File: config.mk
export PLATFORM = sky130hd
export DESIGN_NAME = simon_display_scheduler
export DESIGN_NICKNAME = d
export VERILOG_FILES = /design/src/rtl/simon_pkg.sv /design/src/rtl/simon_tick_timer.sv /design/src/rtl/simon_display_scheduler.sv
export SDC_FILE = /design/constraint.sdc
export NUM_CORES = 1
export LEC_CHECK = 0
export ABC_CLOCK_PERIOD_IN_PS = 5500
export BUFFER_PORTS_ARGS = -buffer_cell sky130_fd_sc_hd__buf_2
export CAP_MARGIN = 20
export CORE_ASPECT_RATIO = 1.2
export CORE_MARGIN = 2
export CORE_UTILIZATION = 49
export DETAILED_ROUTE_END_ITERATION = 8
export PLACE_DENSITY = 0.68
export SLEW_MARGIN = 20
export SYNTH_ARGS = -nofsm -noshare
export SYNTH_HDL_FRONTEND = slang
export SYNTH_HIERARCHICAL = 1
export SYNTH_SLANG_ARGS = --single-unit
File: constraint.sdc
create_clock -name clk -period 5.5 [get_ports clk]
set_clock_uncertainty 0.05 [all_clocks]
set_input_delay 1.1 -clock clk [delete_from_list [all_inputs] [get_ports clk]]
set_output_delay 1.1 -clock clk [all_outputs]
set_load 0.01 [all_outputs]
File: src/rtl/simon_pkg.sv
// rtl/simon_pkg.sv - shared constants and helpers for the Simon display scheduler
// Purpose: colour codes, difficulty encodings, default periods, FSM state codes,
//          and small colour helper functions used by the scheduler.
// Ports: none (package).
package simon_pkg;

  localparam int MAX_LEN    = 10;
  localparam int TIMER_W    = 28;
  localparam int T_EASY     = 50_000_000;
  localparam int T_MED      = 25_000_000;
  localparam int T_HARD     = 12_500_000;
  localparam int T_INSANE   = 5_000_000;
  localparam int ECHO_TICKS = 12_500_000;

  localparam logic [2:0] COL_OFF    = 3'd0;
  localparam logic [2:0] COL_RED    = 3'd1;
  localparam logic [2:0] COL_BLUE   = 3'd2;
  localparam logic [2:0] COL_YELLOW = 3'd3;
  localparam logic [2:0] COL_GREEN  = 3'd4;

  localparam logic [1:0] DIFF_EASY   = 2'b00;
  localparam logic [1:0] DIFF_MED    = 2'b01;
  localparam logic [1:0] DIFF_HARD   = 2'b10;
  localparam logic [1:0] DIFF_INSANE = 2'b11;

  localparam logic [1:0] ST_IDLE = 2'd0;
  localparam logic [1:0] ST_ON   = 2'd1;
  localparam logic [1:0] ST_OFF  = 2'd2;
  localparam logic [1:0] ST_ECHO = 2'd3;

  // Pattern steps store a 2-bit code; the visible colour is one higher so 0 stays "off".
  function automatic logic [2:0] code_to_colour(input logic [1:0] code);
    return {1'b0, code} + 3'd1;
  endfunction

  function automatic logic echo_colour_valid(input logic [2:0] c);
    return (c >= COL_RED) && (c <= COL_GREEN);
  endfunction

endpackage

File: src/rtl/simon_tick_timer.sv
// rtl/simon_tick_timer.sv - clear/enable tick counter with terminal-count flag
// Purpose: counts cycles spent in the current scheduler state.
// Ports: clk, rst (async active-low), clr (zero count, wins over en), en (count up),
//        limit (period in cycles), expire (high while count == limit-1).
module simon_tick_timer #(
  parameter int W = 28
) (
  input  logic         clk,
  input  logic         rst,
  input  logic         clr,
  input  logic         en,
  input  logic [W-1:0] limit,
  output logic         expire
);

  logic [W-1:0] count;

  always_ff @(posedge clk or negedge rst) begin
    if (!rst) begin
      count <= '0;
    end else if (clr) begin
      count <= '0;
    end else if (en) begin
      count <= count + 1'b1;
    end
  end

  assign expire = (count == (limit - 1'b1));

endmodule

File: src/rtl/simon_display_scheduler.sv
// rtl/simon_display_scheduler.sv - arbitrates the Simon colour display between playback and echo
// Purpose: plays a stored colour pattern with per-difficulty on/off timing, or flashes the
//          player's guess colour; playback has priority, abort cancels everything.
// Ports: clk, rst (async active-low); play_req, pattern, play_len, difficulty (playback request);
//        echo_req, echo_color (guess echo request); abort;
//        display (colour, 0 = off), step_idx (1-based step, 0 idle), play_busy, echo_busy,
//        play_done (one-cycle completion pulse). All outputs are registered.
module simon_display_scheduler
  import simon_pkg::*;
#(
  parameter int MAX_LEN    = simon_pkg::MAX_LEN,
  parameter int TIMER_W    = simon_pkg::TIMER_W,
  parameter int T_EASY     = simon_pkg::T_EASY,
  parameter int T_MED      = simon_pkg::T_MED,
  parameter int T_HARD     = simon_pkg::T_HARD,
  parameter int T_INSANE   = simon_pkg::T_INSANE,
  parameter int ECHO_TICKS = simon_pkg::ECHO_TICKS
) (
  input  logic                 clk,
  input  logic                 rst,
  input  logic                 play_req,
  input  logic [2*MAX_LEN-1:0] pattern,
  input  logic [3:0]           play_len,
  input  logic [1:0]           difficulty,
  input  logic                 echo_req,
  input  logic [2:0]           echo_color,
  input  logic                 abort,
  output logic [2:0]           display,
  output logic [3:0]           step_idx,
  output logic                 play_busy,
  output logic                 echo_busy,
  output logic                 play_done
);

  localparam logic [TIMER_W-1:0] P_EASY   = TIMER_W'(T_EASY);
  localparam logic [TIMER_W-1:0] P_MED    = TIMER_W'(T_MED);
  localparam logic [TIMER_W-1:0] P_HARD   = TIMER_W'(T_HARD);
  localparam logic [TIMER_W-1:0] P_INSANE = TIMER_W'(T_INSANE);
  localparam logic [TIMER_W-1:0] P_ECHO   = TIMER_W'(ECHO_TICKS);

  logic [1:0]           state, state_n;
  logic [2:0]           display_n;
  logic [3:0]           step_n;
  logic                 done_n;
  logic                 pending, pending_n;
  logic [2*MAX_LEN-1:0] pat_q, pat_n;
  logic [3:0]           len_q, len_n;
  logic [TIMER_W-1:0]   per_q, per_n;

  logic [TIMER_W-1:0]   per_in;
  logic [2*MAX_LEN-1:0] src_pat;
  logic [3:0]           src_len;
  logic [TIMER_W-1:0]   src_per;
  logic                 start;
  logic                 expire;
  logic                 tmr_clr;
  logic [TIMER_W-1:0]   tmr_limit;

  always_comb begin
    case (difficulty)
      DIFF_EASY: per_in = P_EASY;
      DIFF_MED:  per_in = P_MED;
      DIFF_HARD: per_in = P_HARD;
      default:   per_in = P_INSANE;
    endcase
  end

  // A request deferred during echo was latched then; otherwise the live inputs are used.
  assign src_pat = pending ? pat_q : pattern;
  assign src_len = pending ? len_q : play_len;
  assign src_per = pending ? per_q : per_in;

  always_comb begin
    state_n   = state;
    display_n = display;
    step_n    = step_idx;
    done_n    = 1'b0;
    pending_n = pending;
    pat_n     = pat_q;
    len_n     = len_q;
    per_n     = per_q;
    start     = 1'b0;

    if (abort) begin
      state_n   = ST_IDLE;
      display_n = COL_OFF;
      step_n    = 4'd0;
      pending_n = 1'b0;
    end else begin
      case (state)
        ST_IDLE: begin
          if (play_req) begin
            start = 1'b1;
          end else if (echo_req && echo_colour_valid(echo_color)) begin
            state_n   = ST_ECHO;
            display_n = echo_color;
          end
        end
        ST_ON: begin
          if (expire) begin
            state_n   = ST_OFF;
            display_n = COL_OFF;
          end
        end
        ST_OFF: begin
          if (expire) begin
            if (step_idx < len_q) begin
              state_n   = ST_ON;
              // step_idx is 1-based, so it already indexes the next 0-based step.
              display_n = code_to_colour(pat_q[{step_idx, 1'b0} +: 2]);
              step_n    = step_idx + 4'd1;
            end else begin
              state_n = ST_IDLE;
              step_n  = 4'd0;
              done_n  = 1'b1;
            end
          end
        end
        default: begin // ST_ECHO
          if (expire) begin
            display_n = COL_OFF;
            state_n   = ST_IDLE;
            if (pending || play_req) begin
              start = 1'b1;
            end
          end else if (play_req && !pending) begin
            pending_n = 1'b1;
            pat_n     = pattern;
            len_n     = play_len;
            per_n     = per_in;
          end
        end
      endcase

      if (start) begin
        pending_n = 1'b0;
        pat_n     = src_pat;
        len_n     = src_len;
        per_n     = src_per;
        if ((src_len != 4'd0) && (src_len <= 4'(MAX_LEN))) begin
          state_n   = ST_ON;
          display_n = code_to_colour(src_pat[1:0]);
          step_n    = 4'd1;
        end else begin
          state_n   = ST_IDLE;
          display_n = COL_OFF;
          done_n    = 1'b1;
        end
      end
    end
  end

  always_ff @(posedge clk or negedge rst) begin
    if (!rst) begin
      state     <= ST_IDLE;
      display   <= COL_OFF;
      step_idx  <= 4'd0;
      play_busy <= 1'b0;
      echo_busy <= 1'b0;
      play_done <= 1'b0;
      pending   <= 1'b0;
      pat_q     <= '0;
      len_q     <= 4'd0;
      per_q     <= '0;
    end else begin
      state     <= state_n;
      display   <= display_n;
      step_idx  <= step_n;
      play_busy <= (state_n == ST_ON) || (state_n == ST_OFF);
      echo_busy <= (state_n == ST_ECHO);
      play_done <= done_n;
      pending   <= pending_n;
      pat_q     <= pat_n;
      len_q     <= len_n;
      per_q     <= per_n;
    end
  end

  // Every state entry restarts the timer; idle keeps it parked at zero.
  assign tmr_clr   = (state_n != state) || (state == ST_IDLE);
  assign tmr_limit = (state == ST_ECHO) ? P_ECHO : per_q;

  simon_tick_timer #(
    .W(TIMER_W)
  ) u_timer (
    .clk    (clk),
    .rst    (rst),
    .clr    (tmr_clr),
    .en     (state != ST_IDLE),
    .limit  (tmr_limit),
    .expire (expire)
  );

endmodule
Word level (Yosys, flattened, before mapping)
Cells that the tools add are included.
- bits in registers: 93
- output and inout bits: 10
- word-level logic and storage cells: 124
- shift operators: 1
- $lt $le $gt $ge: 4
- reduce and logical (&&, ||, !) cells: 22
- multiplexer cells: 60
- eq/ne operators: 19
- bitwise gates (word level): 1
- add/subtract/negate cells: 5
- operators by type and width (operator ; count):
    28-bit two-way mux ; 8
    20-bit two-way mux ; 5
    26-bit case mux with 3 select lines ; 1
    4-bit two-way mux ; 11
    28-bit by 1-bit adder with 28-bit output, second input constant ; 1
    28-bit == test ; 1
    28-bit by 1-bit subtractor with 28-bit output, second input constant ; 1
    3-bit two-way mux ; 8
    20-bit by 6-bit variable part select with 2-bit output ; 1
    1-bit two-way mux ; 17
    2-bit two-way mux ; 7
    2-bit == test, second input constant ; 5
    5-bit AND reduction ; 2
    4-bit by 3-bit != test with 1-bit output, second input constant ; 2
    4-bit != test, second input constant ; 2
    4-bit nonzero test ; 2
    2-bit by 1-bit adder with 3-bit output, second input constant ; 2
    2-bit by 1-bit == test with 1-bit output, second input constant ; 3
    2-bit case mux with 3 select lines ; 1
    3-bit case mux with 2 select lines ; 1
    2-bit nonzero test ; 3
    4-bit by 1-bit adder with 4-bit output, second input constant ; 1
    4-bit <= comparator, second input constant ; 1
    1-bit logical AND ; 4
    other kinds (18) ; 22

Depth between registers and ports, before layout
Gate-level depths: netlist of run 1.
- depth in word-level cells: 12
- gate-level depth with buffers: 20
- gate-level depth less buffers: 17

Cells and area by module
Netlist of run 1, hierarchy kept.
- modules (own cells, without submodules) (module ; cells each ; area an instance (um2) ; instances):
    simon_display_scheduler ; 280 ; 2557.5 ; 1
    simon_tick_timer ; 279 ; 2389.8 ; 1

Worst setup path after synthesis of run 1
Ideal clock, no wire load.
- kind: register to register
- start: register state[1]
- end: register u_timer.count[25]
- library setup time: 0.132 ns
- setup slack: 1.003 ns
- required time: 5.318 ns
- arrival: 4.316 ns
- buffers on the path: 3
- stages on the path, launching flop included: 21
- cells stage by stage: dfrtp_1 -> buf_2 -> nand2_1 -> nand2b_1 -> or4_1 -> or2_1 -> buf_6 -> nor3_2 -> nor4_1 -> or3_1 -> o211ai_2 -> nor3_2 -> buf_2 -> or3_1 -> o2111a_1 -> nand4_1 -> nor3_1 -> and2_1 -> nand3_1 -> xor2_1 -> nor2_1
- longest elaborated chain between the ends: 12
- ends and longest elaborated chain (what ; line ; text):
    start: declaration ; simon_display_scheduler.sv:41 ; logic [1:0] state, state_n;
    start signal: assignment ; simon_display_scheduler.sv:166 ; state <= state_n;
    2-bit == test * ; simon_display_scheduler.sv:181 ; assign tmr_limit = (state == ST_ECHO) ? P_ECHO : per_q;
    28-bit two-way mux * ; simon_display_scheduler.sv:181 ;
    named net tmr_limit[12] ; simon_display_scheduler.sv:57 ; logic [TIMER_W-1:0] tmr_limit;
    28-bit by 1-bit subtractor with 28-bit output * ; simon_tick_timer.sv:28 ; assign expire = (count == (limit - 1'b1));
    28-bit == test * ; simon_tick_timer.sv:28 ;
    named net expire ; simon_display_scheduler.sv:55 ; logic expire;
    1-bit two-way mux ; simon_display_scheduler.sv:120 ; if (expire) begin
    1-bit case mux with 2 select lines ; simon_display_scheduler.sv:90 ; case (state)
    1-bit two-way mux ; simon_display_scheduler.sv:84 ; if (abort) begin
    2-bit two-way mux * ; simon_display_scheduler.sv:135 ; if (start) begin
    2-bit two-way mux * ; simon_display_scheduler.sv:84 ;
    2-bit != test * ; simon_display_scheduler.sv:180 ; assign tmr_clr = (state_n != state) || (state == ST_IDLE);
    1-bit logical OR * ; simon_display_scheduler.sv:180 ;
    named net tmr_clr ; simon_display_scheduler.sv:56 ; logic tmr_clr;
    28-bit two-way mux or 2-bit nonzero test (tied branches) ; - ;
    end signal: assignment ; simon_tick_timer.sv:24 ; count <= count + 1'b1;
    end: declaration ; simon_tick_timer.sv:16 ; logic [W-1:0] count;
The timed path passes the listed nets; every way through them passes the cells marked *. The select of a mux whose other input is x is not followed.
A chain may end at the register's enable or synchronous reset.

Final worst setup path of run 1
- start: register state[1]
- end: register u_timer.count[27]
The elaborated chain is that of the path after synthesis.

==> results.yml, run 1 <==
layout:
  layout_commonest_cell: "nand2_1"
  multi_input_area_um2: 3000
  drive_gt1_share_pct: 16.4
  postLayoutCellArea_um2: 5630
  nNetsFinal: 659
  fin_cells: 747
  areaGrowthSynthToFinish_pct: 13.7
  n_antenna_cell: 0
  layout_common_cells: "nand2_1, dfrtp_1, nor2_1, buf_2, xnor2_1"
  n_fill_cell: 925
  seqCellArea_um2: 1880
  fin_util_pct: 56.8
clocking:
  clock-root-buffer: "clkbuf_16"
  clk_latency_ps: 330
  cts_made_buffers: 9
  cts.sinks: 75
  hold_buffers: 0
  path_clk_slew_ps: 60
  clock_path_buffers: 2
  tritoncts: "yes"
  ctsHtreeMaxLevel: 3
detailed_routing:
  wl_met2_mm: 5.99
  wl_met1_mm: 4.80
  drtIter0Drc: 144
  dr.pass1.iters: 4
  ant_nets: 0
  wirelength_mm: 11.5
  drc_errors: 0
  wl_met3_um: 402
  dr.max_layer_used: "met4"
  avgRoutedWirePerCell_um: 15.4
  viasPerCell: 5.47
  vias: 4089
pwr:
  p_switching_uw: 482
  power_frac_seq_pct: 40.8
  switching_share_pct: 30.3
  p_leak_nw: 2.43
  peakVddDrop_mv: 0.320
  cellPowerDensity_nw_per_um2: 283
  p_clk_share_pct: 36.3
  comb_power_share_pct: 22.9
  internal_power_mw: 1.11
yosys:
  synth.cell_area_um2: 4950
  synth_edf_count: 0
  async_flop_share_pct: 100
  syn_inst: 559
  synth-seq-area-share_pct: 37.9
  yosysWarnings: 6
  synth_top_area_share_pct: 37.9
  yosys_most_used_dff: "dfrtp_1"
  ys_ff_latch: 75
  synth.distinct_cells: 75
  ys_top_cells_by_area: "dfrtp_1, nand2_1, xnor2_1, xor2_1, nor2_1"
  synth_area_leader_cell: "dfrtp_1"
  syn_area_per_cell_um2: 8.85
timing:
  hold_viol: 0
  fin_tns_setup_ps: 0
  relSlewSlack_pct: 36.2
  grt_setup_unrepaired: "no"
  fin_crit_sh_pct: 90.7
  max_freq_mhz: 200
  slew_violations: 0
  setup_viol: 0
  period_needed_ps: 4990
  tightest_slew_ps: 957
critical_path:
  path_max_fanout: 15
  critPathLaunchType: "flop"
  end_kind: "flop"
  critPathBufInv: 0
  crit_required_ps: 5670
  slowest_delay_ps: 620
  cpMaxStageDelayCell: "dfrtp_1"
  arrival_ps: 5150
  crit_chain: "nand2_1 -> and2_1 -> nor4_4 -> nand4_1 -> nor4b_4 -> mux2i_1 -> nor3b_2 -> o22ai_1 -> nor3_2 -> or3_1 -> o2111a_1 -> nand4_1 -> nor3_1 -> and2_1 -> nand3_1 -> xor2_1 -> nor2_1"
  crit_family: "simple AND/OR/NAND/NOR gates"
  worstSetupPathType: "reg -> reg"
floorplanning:
  coreArea_um2: 9910
  initial_core_util_pct: 49.9
  dieHeight_um: 114
  dieArea_um2: 10900
  die_w_um: 95.7
  num_io_pins: 44
  placementRows: 40
run:
  drv_cap: 0
global_routing:
  track_usage_pct: 23.3
  grt_max_degree: 76
  grt_pass1_wl_mm: 19.9
  antenna_found_initial: 0
  gr-total-overflow: 0
  grt_pass1_vias: 4120
placed_design:
  hpwl_mm: 8.62
  gp_congestion: 0.918
  placed_cell_area_um2: 5320
  placed_cells: 731
  io_buffer_count: 43
hold_path:
  hp-class: "reg -> reg"
run_status:
  outcome: "complete, no violations"
## power groups by stage
stage | logic (mW) | registers [mW] | clock network [mW]
floorplan | 0.272 | 0.649 | 0
global placement | 0.352 | 0.658 | 0
global route | 0.411 | 0.657 | 0.622
CTS | 0.363 | 0.650 | 0.590
finish | 0.364 | 0.650 | 0.578
detailed placement | 0.360 | 0.660 | 0
## worst min-delay path, cell delays in order, from the launching register on
cell and delay, ps:
dfrtp_1 330, nand2_1 50, nand2_1 50
## layer usage
layer	track usage [%]	vias to the layer above
li1	-	2052
met1	28.1	1945
met2	40.6	76
met3	4.74	16
met4	9.05	0
met5	0	-
## cells in the mapped netlist, drive strengths merged, types with 5 or more instances
master and instances:
nor3 14, nand2b 9, buf 14, and2 7, ha 9, and3 8, o21ai 15, dfrtp 75
xnor2 30, clkbuf 12, nor3b 7, a21oi 14, nor2 57, nand2 106, nand4 11, a211oi 5
nor4 9, a31oi 5, xor2 25, or3 10, mux2i 13, mux2 5, nand3 23, nand3b 9
inv 7
## kinds of logic (layout without fill, tap and decap cells)
| family | Yosys count | after routing | share of synthesized area, % |
|---|---|---|---|
| other | 1 | 23 | 0.0758 |
| adders and majority gates | 9 | 9 | 2.28 |
| AOI/OAI and AO/OA | 73 | 73 | 10.7 |
| muxes | 21 | 21 | 5.13 |
| DFF | 75 | 75 | 37.9 |
| and+or+nand+nor | 292 | 292 | 30.7 |
| xor gates and xnor gates | 55 | 55 | 9.74 |
| buffers and inverters | 33 | 73 | 3.46 |
## final timing paths
| kind | from | slack [ps] | to | cells past startpoint |
|---|---|---|---|---|
| setup / recovery | state[1] | 510 | u_timer/count[27] | 17 |
| hold / removal | per_q[9] | 420 | per_q[9] | 2 |
| setup reg to reg | state[1] | 510 | u_timer/count[27] | 17 |
| hold reg to reg | per_q[9] | 420 | per_q[9] | 2 |
| max in group asynchronous | rst | 3910 | per_q[22] | 1 |
| min in group asynchronous | rst | 830 | pat_q[12] | 1 |
## state kept, by name (all words and copies together), names as in the netlist, 2 cells and up
name	count
u_timer/count	28
step_idx	4
state	2
len_q	4
per_q	10
pat_q	20
display	3
## area by class of cell
class	count	area share, %
multi-input combinational	473	53.4
sequential	75	33.4
timing repair buffer	50	4.80
clock buffer	9	4.00
tap	126	2.80
clock inverter	7	1.20
inverter	7	0.467
## timing repair
item	4_1_cts	5_1_grt
resized for setup	0	2
endpoints found under the setup margin	0	5
buffers inserted	0	0
## stage by stage
stage	power [mW]	setup slack, ps	hold slack, ps
2_1_floorplan	0.920	1000	375
3_3_place_gp	1.01	579	394
3_5_place_dp	1.02	400	412
4_1_cts	1.60	377	425
5_1_grt	1.69	82.3	439
6_report	1.59	512	417
(Power assumes the default switching activity.)
==> run 2: changes to the inputs <==
BUFFER_PORTS_ARGS = unset   (was -buffer_cell sky130_fd_sc_hd__buf_2)
CORE_ASPECT_RATIO = 0.5   (was 1.2)
DONT_BUFFER_PORTS = 1   (was unset)
PLACE_DENSITY = unset   (was 0.68)
==> run 2 against run 1 <==
Against the previous run: combinational power down 10%; cell area down 3.8%; clock-buffer cell count up 2; non-clock buffer count down 44; final cell count down 4.7%.
==> results.yml, run 2 (synthesis results as in run 1) <==
run_status:
  outcome: "complete, no violations"
detailed_routing:
  avgRoutedWirePerCell_um: 15.9
  drtIter0Drc: 247
  drc_errors: 0
  viasPerCell: 5.50
  ant_nets: 0
  vias: 3916
  wirelength_mm: 11.3
  dr.pass1.iters: 4
critical_path:
  crit_family: "simple AND/OR/NAND/NOR gates"
  critPathMostFrequentCell: "nand4_1"
  r2r_start: "state[0]"
  arrival_ps: 5180
  critPathBufInv: 0
  crit_chain: "nand2_1 -> and2_1 -> or4_4 -> nor3_2 -> nand4_1 -> nor3b_1 -> xnor2_1 -> nand4_1 -> nor3_2 -> or3_1 -> o2111a_1 -> nand4_1 -> nor3_1 -> and2_1 -> nand3_1 -> xor2_1 -> nor2_1"
  cp-startpoint: "state[0]"
  slowest_delay_ps: 630
  ff2ff_path_depth: 17
  cpMaxStageDelayCell: "or4_4"
  end_kind: "flop"
  critPathLaunchType: "flop"
  worstSetupPathType: "reg -> reg"
  path_max_fanout: 15
  cp.depth: 17
  crit_required_ps: 5660
hold_path:
  hp-class: "in -> async"
clocking:
  hold_buffers: 0
  clock_path_buffers: 2
  ctsHtreeMaxLevel: 3
  clk_latency_ps: 340
  clock-root-buffer: "clkbuf_16"
  path_clk_slew_ps: 60
  cts_setup_buffers: 0
  cts_made_buffers: 9
  tritoncts: "yes"
  cts.sinks: 75
floorplanning:
  coreArea_um2: 9630
  dieHeight_um: 75.1
  dieArea_um2: 11000
  die_w_um: 146
  placementRows: 25
  num_io_pins: 44
  initial_core_util_pct: 51.4
timing:
  timing.hold.ws_ps: 406
  max_freq_mhz: 199
  hold_viol: 0
  period_needed_ps: 5020
  slew_violations: 0
  setup_viol: 0
  fin_tns_setup_ps: 0
  fin_crit_sh_pct: 91.2
  relSlewSlack_pct: 38.5
  tightest_slew_ps: 922
  grt_setup_unrepaired: "no"
pwr:
  internal_power_mw: 1.08
  p_clk_share_pct: 37.4
  switching_share_pct: 30.9
  finalPower_mw: 1.57
  p_leak_nw: 2.23
  p_switching_uw: 483
  power_frac_seq_pct: 41.8
  cellPowerDensity_nw_per_um2: 289
  peakVddDrop_mv: 0.166
  comb_power_share_pct: 20.8
run:
  drv_cap: 0
placed_design:
  placed_cell_area_um2: 5100
  io_buffer_count: 0
  gp_congestion: 0.837
  hpwl_mm: 8.08
layout:
  largest_reg_flops: 28
  areaGrowthSynthToFinish_pct: 9.33
  postLayoutCellArea_um2: 5410
  top_register: "u_timer/count"
  nNetsFinal: 615
  drive_gt1_share_pct: 10.1
  layout_common_cells: "nand2_1, dfrtp_1, nor2_1, xnor2_1, xor2_1"
  layout_commonest_cell: "nand2_1"
  n_antenna_cell: 0
  largestRegisters: "u_timer/count (28), pat_q (20), per_q (10)"
global_routing:
  grt_pass1_vias: 3779
  grt_pass1_wl_mm: 19.0
  grt_max_degree: 76
  antenna_found_initial: 0
  gr-total-overflow: 0
  track_usage_pct: 22.0
run 2: changes by cell type in the layout (fill, tap and decap cells not counted):
cell / change
buf_8: +1
nor4_4: -1
clkinvlp_4: +1
nor4_2: +1
nor3_1: +1
clkinv_2: -4
buf_4: -3
dfrtp_2: +1
nor3_2: -1
inv_6: +2
dfrtp_1: -1
buf_2: -42
clkbuf_8: +2
bufinv_16: -1
run 2: power groups by stage:
stage,combinational (mW),clock [mW],sequential (mW)
after floorplan,0.272,0,0.649
after global placement,0.315,0,0.664
after detailed placement,0.319,0,0.666
after CTS,0.322,0.603,0.656
after global routing,0.365,0.623,0.664
final,0.326,0.585,0.655
run 2: final timing paths:
path / endpoint / slack [ps]
max: u_timer/count[25] / 480
max reg2reg: u_timer/count[25] / 480
min in group clk: per_q[19] / 420
min reg2reg: per_q[19] / 420
max in group asynchronous: state[1] / 4830
min: u_timer/count[19] / 410
run 2: metal layers:
layer	part of all wire (%)	vias up	GRT usage, %
met3	6.7	8	6.67
met5	0	-	0
met1	50	1858	30.1
met2	43	88	35.3
li1	-	1962	-
met4	0.72	0	4.53
run 2: per-stage QoR:
stage / utilization [%] / instances / setup WS [ps]
detailed placement: 52.9 / 695 / 538
global route: 56.1 / 712 / 8.23
global placement: 52.9 / 695 / 675
finish: 56.1 / 712 / 483
CTS: 56.0 / 711 / 474
floorplan: - / 581 / 1000
run 2: cell type report:
class | instances | area, um2
well taps | 135 | 169
multi-input cells | 473 | 2990
fillers | 919 | 4230
clock buffers | 11 | 253
inverters | 7 | 26.3
clock inverters | 5 | 42.5
repair buffers | 6 | 52.6
flip-flops and latches | 75 | 1880
run 2: repair_timing:
item,4_1_cts,5_1_grt
endpoints found under the hold margin,0,0
setup endpoints to repair,0,2
resized for setup,0,1
